==> src/rtl/hour12_display_ctrl_if.sv <==
// hour12_display_ctrl_if: counter-side inputs and display-side outputs of the 12-hour display block.
interface hour12_display_ctrl_if;
    logic [3:0] cnt;
    logic       cnt_ld;
    logic       err_clr;
    logic       hr_tens;
    logic [3:0] hr_units;
    logic       pm;
    logic       wrap;
    logic       err;
    logic [6:0] seg;
    logic [1:0] an;
    modport master (output cnt, cnt_ld, err_clr, input hr_tens, hr_units, pm, wrap, err, seg, an);
    modport slave  (input cnt, cnt_ld, err_clr, output hr_tens, hr_units, pm, wrap, err, seg, an);
endinterface

==> src/rtl/hour12_display_ctrl.sv <==
// hour12_display_ctrl: maps a mod-12 count to 1..12 BCD, tracks AM/PM and errors, scans a 2-digit display.
// Optional HOUR12_LEAD_BLANK_EN blanks a leading zero on the tens digit.
module hour12_display_ctrl #(
    parameter int unsigned SCAN_DIV = 4
) (
    input logic                   clk,
    input logic                   reset,
    hour12_display_ctrl_if.slave  bus
);
    localparam logic [0:0] UNITS = 1'b0;
    localparam logic [0:0] TENS  = 1'b1;
    localparam logic [7:0] TC    = 8'(SCAN_DIV - 1);

    logic [3:0] cnt_q;
    logic       ld_q;
    logic       hr_tens_q, hr_tens_d;
    logic [3:0] hr_units_q, hr_units_d;
    logic       pm_q, wrap_q, wrap_d, err_q, err_d;
    logic [6:0] seg_q, seg_d, units_seg, tens_seg;
    logic [1:0] an_q, an_d;
    logic [0:0] state_q, state_d;
    logic [7:0] presc_q, presc_d;
    logic       illegal;

    function automatic logic [6:0] enc7(input logic [3:0] d);
        case (d)
            4'd0: enc7 = 7'h3F;
            4'd1: enc7 = 7'h06;
            4'd2: enc7 = 7'h5B;
            4'd3: enc7 = 7'h4F;
            4'd4: enc7 = 7'h66;
            4'd5: enc7 = 7'h6D;
            4'd6: enc7 = 7'h7D;
            4'd7: enc7 = 7'h07;
            4'd8: enc7 = 7'h7F;
            4'd9: enc7 = 7'h6F;
            default: enc7 = 7'h40;
        endcase
    endfunction

    always_comb begin
        illegal    = bus.cnt >= 4'd12;
        hr_tens_d  = illegal ? 1'b0 : (bus.cnt == 4'd0 || bus.cnt >= 4'd10);
        hr_units_d = illegal ? 4'hF : bus.cnt == 4'd0 ? 4'd2 : bus.cnt >= 4'd10 ? bus.cnt - 4'd10 : bus.cnt;
        // a load/reset of the upstream counter on the previous cycle masks the wrap
        wrap_d     = cnt_q == 4'd11 && bus.cnt == 4'd0 && !ld_q;
        err_d      = illegal | (err_q & ~bus.err_clr);
        presc_d    = presc_q == TC ? 8'd0 : presc_q + 8'd1;
        state_d    = presc_q == TC ? ~state_q : state_q;
        units_seg  = enc7(hr_units_q);
`ifdef HOUR12_LEAD_BLANK_EN
        tens_seg   = hr_units_q == 4'hF ? 7'h40 : !hr_tens_q ? 7'h00 : enc7({3'b000, hr_tens_q});
`else
        tens_seg   = hr_units_q == 4'hF ? 7'h40 : enc7({3'b000, hr_tens_q});
`endif
        seg_d      = state_q == UNITS ? units_seg : tens_seg;
        an_d       = state_q == UNITS ? 2'b10 : 2'b01;
    end

    always_ff @(posedge clk) begin
        if (reset) begin
            cnt_q      <= 4'd0;
            ld_q       <= 1'b1;
            hr_tens_q  <= 1'b1;
            hr_units_q <= 4'd2;
            pm_q       <= 1'b0;
            wrap_q     <= 1'b0;
            err_q      <= 1'b0;
            seg_q      <= 7'h00;
            an_q       <= 2'b11;
            state_q    <= UNITS;
            presc_q    <= 8'd0;
        end else begin
            cnt_q      <= bus.cnt;
            ld_q       <= bus.cnt_ld;
            hr_tens_q  <= hr_tens_d;
            hr_units_q <= hr_units_d;
            pm_q       <= pm_q ^ wrap_d;
            wrap_q     <= wrap_d;
            err_q      <= err_d;
            seg_q      <= seg_d;
            an_q       <= an_d;
            state_q    <= state_d;
            presc_q    <= presc_d;
        end
    end

    assign bus.hr_tens  = hr_tens_q;
    assign bus.hr_units = hr_units_q;
    assign bus.pm       = pm_q;
    assign bus.wrap     = wrap_q;
    assign bus.err      = err_q;
    assign bus.seg      = seg_q;
    assign bus.an       = an_q;
endmodule

==> src/flat_wrapper.sv <==
// flat-port wrapper written by rule: the top's interface ports become plain ports
module hour12_display_ctrl_flat 
#(
    parameter int unsigned SCAN_DIV = 4
)
  (clk, reset, bus_cnt, bus_cnt_ld, bus_err_clr, bus_hr_tens, bus_hr_units, bus_pm, bus_wrap, bus_err, bus_seg, bus_an);
  hour12_display_ctrl_if bus_i ();
  input logic clk;
  input logic reset;
  input wire logic [$bits(bus_i.cnt)-1:0] bus_cnt;
  input wire logic [$bits(bus_i.cnt_ld)-1:0] bus_cnt_ld;
  input wire logic [$bits(bus_i.err_clr)-1:0] bus_err_clr;
  output wire logic [$bits(bus_i.hr_tens)-1:0] bus_hr_tens;
  output wire logic [$bits(bus_i.hr_units)-1:0] bus_hr_units;
  output wire logic [$bits(bus_i.pm)-1:0] bus_pm;
  output wire logic [$bits(bus_i.wrap)-1:0] bus_wrap;
  output wire logic [$bits(bus_i.err)-1:0] bus_err;
  output wire logic [$bits(bus_i.seg)-1:0] bus_seg;
  output wire logic [$bits(bus_i.an)-1:0] bus_an;
  assign bus_i.cnt = bus_cnt;
  assign bus_i.cnt_ld = bus_cnt_ld;
  assign bus_i.err_clr = bus_err_clr;
  assign bus_hr_tens = bus_i.hr_tens;
  assign bus_hr_units = bus_i.hr_units;
  assign bus_pm = bus_i.pm;
  assign bus_wrap = bus_i.wrap;
  assign bus_err = bus_i.err;
  assign bus_seg = bus_i.seg;
  assign bus_an = bus_i.an;
  hour12_display_ctrl #(.SCAN_DIV(SCAN_DIV)) u_core (.clk(clk), .reset(reset), .bus(bus_i));
endmodule
==> config.mk <==
export PLATFORM = sky130hd
export DESIGN_NAME = hour12_display_ctrl_flat
export DESIGN_NICKNAME = d
export VERILOG_FILES = /design/src/rtl/hour12_display_ctrl_if.sv /design/src/rtl/hour12_display_ctrl.sv /design/src/flat_wrapper.sv
export SDC_FILE = /design/constraint.sdc
export NUM_CORES = 1
export LEC_CHECK = 0
export ABC_CLOCK_PERIOD_IN_PS = 1800
export CORE_MARGIN = 2
export CORE_UTILIZATION = 52
export CTS_BUF_LIST = sky130_fd_sc_hd__clkbuf_8
export DETAILED_ROUTE_END_ITERATION = 12
export GPL_TIMING_DRIVEN = 0
export PLACE_DENSITY = 0.8
export SYNTH_ARGS = -nofsm -noshare
export SYNTH_HDL_FRONTEND = slang
export SYNTH_SLANG_ARGS = --single-unit
==> constraint.sdc <==
create_clock -name clk -period 1.8 [get_ports clk]
set_input_delay 0.54 -clock clk [delete_from_list [all_inputs] [get_ports clk]]
set_output_delay 0.54 -clock clk [all_outputs]
set_load 0.01 [all_outputs]
[Yosys cells after proc, flatten, opt, wreduce, memory -nomap -nowiden]
Memory sizes are Yosys's and may differ from the RTL's.
Cells that the tools add are included.
W data, S select, Z words.
Word-level totals
  bits in registers: 31
  bits in read-only memories: 112
  word-level logic and storage cells: 41
  memories kept: 1
Memory list
  (name not given): depth 16, bits a word 7, read ports 1, clocked after memory_dff 0, write ports 0, line hour12_display_ctrl.sv:26  | case (d)
Cells by class
  add/sub/neg operators: 2
  order comparisons: 2
  equal/unequal tests: 3
  muxes and demuxes: 8
  bitwise gates (word level): 6
  reduce and logical (&&, ||, !) cells: 7
Operators by type and width (number)
  $mux W7: 2
  $pmux W7 S2: 1
  $mux W4: 3
  $add A8 B1 Y8 const B: 1
  $eq A4 B4 Y1 const B: 2
  $eq A8 B2 Y1 const B: 1
  $ge A4 B4 Y1 const B: 2
  $logic_not A4 Y1: 1
  $sub A4 B4 Y4 const B: 1
  $not A1 Y1: 3
  $reduce_or A3 Y1: 1
  $logic_and A1 B1 Y1: 2
  $mux W2: 1
  $reduce_or A2 Y1: 1
  $and A1 B1 Y1: 1
  $logic_not A1 Y1: 1
  $logic_or A1 B1 Y1: 1
  $mux W1: 1
  $or A1 B1 Y1: 1
  $xor A1 B1 Y1: 1

[Depth between registers and ports, before layout]
Gate-level depths: netlist of the first run.
  depth after elaboration: 4
  depth in mapped cells: 5
  mapped depth without buffers: 5

[Worst setup path before layout of the first run]
No wires, ideal clock.
  path type: reg-to-reg
  start point: register u_core.presc_q[0]
  end point: register u_core.state_q
  library setup time: 0.070 ns
  arrival time: 1.478 ns
  setup slack: 0.251 ns
  stages on the path, launching flop included: 5
  path buffers: 0
  cells stage by stage: dfxtp_1 > ha_1 > or4b_4 > or3_1 > a21oi_1
Between the ends
  word-level cells in the longest chain between the ends: 1
Ends and longest elaborated chain
  start: declaration: line hour12_display_ctrl.sv:22  | logic [7:0] presc_q, presc_d;
  start signal: assignment: line hour12_display_ctrl.sv:84  | presc_q <= presc_d;
  $eq A8 B2 Y1: line hour12_display_ctrl.sv:49  | state_d = presc_q == TC ? ~state_q : state_q;
  end signal: assignment: line hour12_display_ctrl.sv:83  | state_q <= state_d;
  end: declaration: line hour12_display_ctrl.sv:21  | logic [0:0] state_q, state_d;
Every way passes these cells.
A chain may end at the register's enable or synchronous reset.

[Worst setup path after layout of the first run]
  start point: register u_core.hr_units_q[1] (netlist: u_core.bus.hr_units[1])
  end point: output bus_hr_units[1]
RTL lines
  start: declaration: line hour12_display_ctrl.sv:17  | logic [3:0] hr_units_q, hr_units_d;
  start signal: assignment: line hour12_display_ctrl.sv:77  | hr_units_q <= hr_units_d;
  end: declaration: line flat_wrapper.sv:14  | output wire logic [$bits(bus_i.hr_units)-1:0] bus_hr_units;
No word-level cell between the ends.

==> summary.md, run 1 <==
| Metric | Value |
|---|---|
| Status | `complete, no violations` |
| Crit Path Class | `reg2out` |
| Die H | `53.42 µm` |
| Slowest-stage cell, CP | `clkdlybuf4s50_1` |
| Synthesized Nets | `152` |
| Number of vias per cell | `5.149` |
| Number of CTS-inserted buffers | `5` |
| Global Route Usage Sum | `19.37%` |
| I/O pin count | `25` |
| Combinational share of power | `14.8%` |
| Inserted Diodes | `0` |
| Cell Area, Synth | `1270 µm²` |
| Core Region | `2255 µm²` |
| Worst slew pin tran | `480.2 ps` |
| H-tree levels | `2` |
| Sequential share of the synthesized area | `48.87%` |
| TritonCTS clock tree | `built` |
| CP endpoint | `bus_hr_units[1]` |
| Antenna-violating nets left | `0` |
| IR drop worst, VDD | `0.6572 mV` |
| Post-route DRC | `0` |
| Max_cap viols | `0` |
| Crit. Startpoint | `u_core.bus.hr_units[1]$_SDFF_PP1_` |
| RSZ-0062 raised after global routing | `no` |
| Cell family contributing the most delay on the critical path | `buffers and inverters` |
| CP startpoint kind | `register` |
| Fmax | `0.5755 GHz` |
| Crit end category | `output pin` |
| Worst reg2reg endpoint | `u_core.presc_q[4]$_SDFF_PP0_` |
| Worst path bufs/invs | `1` |
| Largest net degree at the start of global routing | `11` |
| Yosys Warn Count | `0` |
| Die X | `53.42 µm` |
| Vias | `999` |
| Die area | `2854 µm²` |
| Critical Path AT | `1200 ps` |
| DR pass1 iterations | `4` |
| Root Driver | `clkbuf_8` |
| CP Max Fanout | `9` |
| Num Clock Sinks | `31` |
| DP Worst Slack | `-257.7 ps` |
| Hold WC Path Type | `reg2reg` |
| Fraction of layout cells with a size suffix above 1 | `9.639%` |
| Fin crit period | `1738 ps` |
| Initial antenna violation count | `0` |
| Clock Path Buffers | `2` |
| Power Density | `877.5 nW/µm²` |
| Area Growth Syn to Fin | `28.37%` |
| Power share of the sequential group | `53.0%` |
| Switch share | `23.32%` |
| Synth area leaders | `dfxtp_1, ha_1, a21oi_1` |
| Non-filler cells, final | `194` |
| Pleak | `0.6551 nW` |
| Leading area contributor after synthesis | `dfxtp_1` |
| Clk Latency, worst-skew pair | `270 ps` |
| Beginning of the worst register-to-register path | `u_core.presc_q[0]$_SDFF_PP0_` |
| Hold Fails Final Rpt | `0` |
| GPL Wtd Cong | `0.7963` |
| Cell variety after synth | `35` |
| Area share of the largest cell type after synthesis | `48.87%` |
| Crit path largest cell delay | `540 ps` |
| Initial core utilization | `56.33%` |
| Final core occ | `72.31%` |
| Port Buffers | `24` |
| Synth Register Bits | `31` |
| Clock Power Share | `32.2%` |
| Reg2reg path depth | `4` |
| CP Depth | `1` |
| Hold_ws | `468.8 ps` |
| Total grt overflow | `0` |
| Global-route wire length before repair | `3864 µm` |
| Wire per inst | `11.48 µm` |
| Slew HR | `67.77%` |
| Placed insts | `188` |
| Vias in the first global route | `955` |
| Initial DRC count | `10` |
| WL final | `2227 µm` |
| HPWL after DPL | `1689 µm` |
| Psw | `0.0003336 W` |
| Clock skew | `4.170 ps` |
| Post-Syn Instances | `136` |
| P_int | `0.001097 W` |
| Avg Cell Area, Syn | `9.338 µm²` |
| CTS clk-pin slew, worst paths | `60 ps` |
| Pins over their slew limit | `0` |
| CP required | `1260 ps` |
| Critical-path cell list | `clkdlybuf4s50_1` |
| FILL cells | `181` |
| R2r setup slk | `170 ps` |
| Final Setup Violations | `0` |
| Num rows | `17` |
| Final period util | `96.54%` |
| Worst setup margin | `62.34 ps` |
| NumNets Final | `183` |
-- through the flow --
step | instance area, µm² | power [W] | TNS [ps]
2_1_floorplan | 1270 | 0.0008830 | 0
3_3_place_gp | 1545 | 0.0009773 | -2698
3_5_place_dp | 1545 | 0.0009838 | -2646
4_1_cts | 1622 | 0.001451 | 0
5_1_grt | 1630 | 0.001504 | 0
6_report | 1630 | 0.001431 | 0
-- metal layers --
layer / up-vias / GRT usage [%] / routed length (µm)
met5: - / 0 / 0
li1: 524 / - / -
met3: 5 / 5.367 / 108
met2: 23 / 33.13 / 1133
met4: 0 / 11.97 / 44
met1: 447 / 20.81 / 940
-- cell usage in the layout, fill, tap and decap left out, drive strengths merged --
cell type	netlist	layout
nor3	1	1
o21ai	10	10
a311oi	1	1
mux2	1	1
or2	2	2
and4	1	1
or3	5	5
a221oi	1	1
nor3b	1	1
a31oi	2	2
a21boi	1	1
o21bai	2	2
xor2	1	1
o211ai	1	1
clkbuf	4	9
a21o	2	2
nand2	6	6
or4b	1	1
nor2	12	12
nand2b	4	4
a21oi	11	11
inv	9	10
xnor2	2	2
a211oi	1	1
nand3	3	3
nand4	1	1
ha	8	8
o2bb2ai	1	1
nor4b	1	1
nor2b	7	7
clkdlybuf4s50	0	24
nor4bb	1	1
and2	1	1
dfxtp	31	31
-- cells in the mapped netlist --
| cell type | count |
|---|---|
| inv_1 | 9 |
| o21ai_0 | 10 |
| nand3_1 | 3 |
| or3_2 | 1 |
| nor4b_1 | 1 |
| nand2_1 | 6 |
| a21oi_1 | 11 |
| nor3b_1 | 1 |
| a311oi_1 | 1 |
| or4b_4 | 1 |
| nor2b_1 | 7 |
| o2bb2ai_1 | 1 |
| a211oi_1 | 1 |
| dfxtp_1 | 31 |
| xnor2_1 | 2 |
| ha_1 | 8 |
| o211ai_1 | 1 |
| mux2_2 | 1 |
| and4_1 | 1 |
| xor2_1 | 1 |
| a31oi_1 | 2 |
| nor2_1 | 12 |
| nor3_1 | 1 |
| nand4_1 | 1 |
| and2_1 | 1 |
| a221oi_1 | 1 |
| or2_2 | 2 |
| o21bai_2 | 1 |
| a21boi_0 | 1 |
| or3_1 | 4 |
| nand2b_1 | 4 |
| a21o_1 | 2 |
| o21bai_1 | 1 |
| nor4bb_1 | 1 |
| clkbuf_1 | 4 |
-- kinds of logic (layout without fill, tap and decap cells) --
kind of cell / after synthesis / after routing / share of synthesized area [%]
buf+inv: 13 / 43 / 3.842
fa+ha+maj: 8 / 8 / 7.882
xor+xnor: 3 / 3 / 2.069
compound gates: 33 / 33 / 15.76
mux: 1 / 1 / 0.8866
simple gates: 47 / 47 / 20.69
flops: 31 / 31 / 48.87
-- worst min-delay path by stage --
stage | from | endpoint | slack (ps) | depth (start not counted)
2_1_floorplan | u_core.presc_q[0]$_SDFF_PP0_ | u_core.presc_q[0]$_SDFF_PP0_ | 430 | 1
3_3_place_gp | u_core.presc_q[0]$_SDFF_PP0_ | u_core.presc_q[0]$_SDFF_PP0_ | 440 | 1
3_5_place_dp | u_core.presc_q[0]$_SDFF_PP0_ | u_core.presc_q[0]$_SDFF_PP0_ | 460 | 1
4_1_cts | u_core.presc_q[0]$_SDFF_PP0_ | u_core.presc_q[0]$_SDFF_PP0_ | 480 | 1
5_1_grt | u_core.presc_q[0]$_SDFF_PP0_ | u_core.presc_q[0]$_SDFF_PP0_ | 490 | 1
6_report | u_core.presc_q[0]$_SDFF_PP0_ | u_core.presc_q[0]$_SDFF_PP0_ | 470 | 1
-- sequential cells by signal (all words and copies together) (netlist names) --
register	count
u_core.presc_q	8
u_core.bus.seg	7
u_core.bus.hr_units	4
u_core.cnt_q	4
u_core.bus.an	2
u_core.bus.err	1
u_core.bus.hr_tens	1
u_core.bus.pm	1
u_core.bus.wrap	1
u_core.ld_q	1
u_core.state_q	1
-- timing repair --
item,in CTS,in global routing
resized for setup,3,4
hold buffers,0,0
hold endpoints to repair,0,0
setup endpoints to repair,3,12
pin swaps,0,0
buffers inserted,0,0
-- power by group through the flow --
stage / Clock (W) / Sequential [W] / Combinational [W]
final: 0.000461 / 0.000758 / 0.000211
after global routing: 0.000503 / 0.000763 / 0.000239
after CTS: 0.000480 / 0.000759 / 0.000212
after detailed placement: 0 / 0.000772 / 0.000211
after global placement: 0 / 0.000770 / 0.000207
after floorplan: 0 / 0.000783 / 0.0000997
-- layout make-up --
| type | count | area, µm² | share of cell area (%) |
|---|---|---|---|
| inverters | 9 | 33.78 | 2.072 |
| clock inverters | 1 | 3.754 | 0.2302 |
| multi-input cells | 92 | 605.6 | 37.15 |
| well taps | 28 | 35.03 | 2.149 |
| flip-flops and latches | 31 | 626.9 | 38.45 |
| repair buffers | 24 | 240.2 | 14.74 |
| clock buffers | 5 | 68.82 | 4.221 |
| plain buffers | 4 | 16.27 | 0.9977 |
No activity file was read; power rests on OpenSTA's default activity.
==> run 2, diff against run 1 <==
--- a/config.mk
+++ b/config.mk
@@ -7,9 +7,10 @@
 export LEC_CHECK = 0
 export ABC_CLOCK_PERIOD_IN_PS = 1800
 export CORE_MARGIN = 2
-export CORE_UTILIZATION = 52
+export CORE_UTILIZATION = 64
 export CTS_BUF_LIST = sky130_fd_sc_hd__clkbuf_8
 export DETAILED_ROUTE_END_ITERATION = 12
+export DONT_BUFFER_PORTS = 1
 export GPL_TIMING_DRIVEN = 0
 export PLACE_DENSITY = 0.8
 export SYNTH_ARGS = -nofsm -noshare
==> summary.md, run 2 (synthesis gave the netlist of run 1 again) <==
| Metric | Value |
|---|---|
| Status | `complete, no violations` |
| Most common cell after layout, fill and taps aside | `dfxtp_1` |
| Wire per inst | `12.91 µm (+12%)` |
| IR drop worst, VDD | `0.8826 mV (+34%)` |
| RSZ-0062 raised after global routing | `no` |
| Crit path largest cell delay | `490 ps (-50 ps)` |
| Critical-path cell list | `ha_1 > or4b_4 > or3_1 > a21oi_1` |
| Post-route DRC | `0 (unchanged)` |
| NumNets Final | `159 (-13%)` |
| Die X | `48.55 µm (-9.1%)` |
| Largest register by flop count | `u_core.presc_q` |
| PostCTS Resize Cnt | `0 (-3)` |
| Cell family contributing the most delay on the critical path | `simple AND/OR/NAND/NOR gates` |
| Fmax | `0.6200 GHz (+7.7%)` |
| Switch share | `22.53% (-0.79 points)` |
| Global-route wire length before repair | `3795 µm (-1.8%)` |
| Pins over their slew limit | `0 (unchanged)` |
| Vias | `937 (-6.2%)` |
| Pleak | `0.5794 nW (-12%)` |
| Inserted Diodes | `0 (unchanged)` |
| Global Route Usage Sum | `21.94% (+2.6 points)` |
| GPL Wtd Cong | `0.8125 (+2.0%)` |
| Die area | `2357 µm² (-17%)` |
| DR pass1 iterations | `4 (unchanged)` |
| Antenna-violating nets left | `0 (unchanged)` |
| HPWL after DPL | `1538 µm (-8.9%)` |
| Worst path bufs/invs | `0 (-1)` |
| WL final | `2208 µm (-0.85%)` |
| I/O pin count | `25 (unchanged)` |
| Power Density | `1120 nW/µm² (+28%)` |
| Number of CTS-inserted buffers | `5 (unchanged)` |
| Slew HR | `68.67% (+0.90 points)` |
| Most frequent cells in the layout | `dfxtp_1, nor2_1, a21oi_1` |
| Hold Fails Final Rpt | `0 (unchanged)` |
| H-tree levels | `2 (unchanged)` |
| Clock Path Buffers | `2 (unchanged)` |
| Placed insts | `163 (-13%)` |
| Slowest-stage cell, CP | `or4b_4` |
| Clk Latency, worst-skew pair | `280 ps (about the same)` |
| FILL cells | `160 (-12%)` |
| Crit Path Class | `reg2reg` |
| R2r setup slk | `190 ps (+20 ps)` |
| Root Driver | `clkbuf_8` |
| Max_cap viols | `0 (unchanged)` |
| Number of vias per cell | `5.480 (+6.4%)` |
| Fraction of layout cells with a size suffix above 1 | `9.722% (+0.084 points)` |
| Final period util | `89.60% (-6.9 points)` |
| Worst slew pin tran | `466.9 ps (-13.38 ps)` |
| Largest net degree at the start of global routing | `11 (unchanged)` |
| Post-CTS Setup Repair Bufs | `0 (unchanged)` |
| CP required | `2020 ps (+760 ps)` |
| Post-CTS Hold Buffers | `0 (unchanged)` |
| Initial core utilization | `66.08% (+9.8 points)` |
| Die H | `48.55 µm (-9.1%)` |
| Num Clock Sinks | `31 (unchanged)` |
| CP startpoint kind | `register` |
| Combinational share of power | `7.5% (-7.3 points)` |
| Port Buffers | `0 (-100%)` |
| Final Setup Violations | `0 (unchanged)` |
| Critical Path AT | `1830 ps (+630 ps)` |
| Num rows | `16 (-1)` |
| Crit end category | `register` |
| Non-filler cells, final | `171 (-12%)` |
| Total grt overflow | `0 (unchanged)` |
| TritonCTS clock tree | `built` |
| P_int | `0.001233 W (+12%)` |
| CTS clk-pin slew, worst paths | `70 ps (about the same)` |
| Clock Power Share | `43.8% (+12 points)` |
| Psw | `0.0003585 W (+7.5%)` |
| Power share of the sequential group | `48.7% (-4.3 points)` |
| CP Max Fanout | `4 (-5)` |
| Setup TNS | `0 ps (unchanged)` |
| Fin crit period | `1613 ps (-124.8 ps)` |
| Area Growth Syn to Fin | `11.92%` |
| Initial DRC count | `14 (+4)` |
| Max reg flops | `8 (unchanged)` |
| Clock skew | `7.746 ps (+3.576 ps)` |
| Hold WC Path Type | `in2reg` |
| Core Region | `1922 µm² (-15%)` |
| Initial antenna violation count | `0 (unchanged)` |
| Vias in the first global route | `898 (-6.0%)` |
| DP Worst Slack | `185.8 ps (+443.5 ps)` |
| Worst setup margin | `187.1 ps (+124.8 ps)` |
==> run 2: per-stage QoR <==
| stage | total power (W) | instance area [µm²] | util (%) | hold slack (ps) |
|---|---|---|---|---|
| after CTS | 0.001610 | 1421 | 73.96 | 328.5 |
| after detailed placement | 0.0009104 | 1304 | 67.84 | 458.2 |
| final | 0.001591 | 1421 | 73.96 | 334.5 |
| after floorplan | 0.0008830 | 1270 | - | 429.9 |
| after global routing | 0.001655 | 1421 | 73.96 | 329.7 |
| after global placement | 0.0009043 | 1304 | 67.84 | 443.3 |
==> run 2: cell type report <==
class	count	area, µm²	area share (%)
sequential	31	620.6	43.66
multi-input combinational	92	600.6	42.25
clock buffer	6	82.58	5.810
clock inverter	2	35.03	2.465
inverter	9	33.78	2.377
tap	27	33.78	2.377
buffer	4	15.01	1.056
==> run 2: power groups by stage <==
stage                     logic [W]  clock network [W]  registers, W
after floorplan           0.0000997                  0      0.000783
after global placement     0.000115                  0      0.000790
after detailed placement   0.000120                  0      0.000791
after CTS                  0.000121           0.000713      0.000776
after global routing       0.000140           0.000735      0.000780
final                      0.000120           0.000696      0.000776
==> run 2: final timing paths <==
| path | startpoint | to | cells past startpoint |
|---|---|---|---|
| max reg2reg | u_core.presc_q[0]$_SDFF_PP0_ | u_core.state_q$_SDFFE_PP0N_ | 4 |
| min | reset | u_core.cnt_q[0]$_SDFF_PP0_ | 1 |
| min reg2reg | u_core.presc_q[0]$_SDFF_PP0_ | u_core.presc_q[0]$_SDFF_PP0_ | 1 |
| max | u_core.presc_q[0]$_SDFF_PP0_ | u_core.state_q$_SDFFE_PP0N_ | 4 |
==> run 2: routing by layer <==
metal,vias up,wire length (µm),track usage [%]
met3,4,142,11.42
met2,22,1095,37.27
met1,434,940,21.76
met5,-,0,0
met4,0,29,11.43
li1,477,-,-
==> run 2: worst reg2reg max path, delay by kind of cell (launching register included) <==
| kind | cells | cell delay (ps) |
|---|---|---|
| flip-flops | 1 | 370 |
| AND/OR/NAND/NOR | 2 | 840 |
| adder cells (fa/ha/maj) | 1 | 210 |
| AO/OA/AOI/OAI | 1 | 140 |
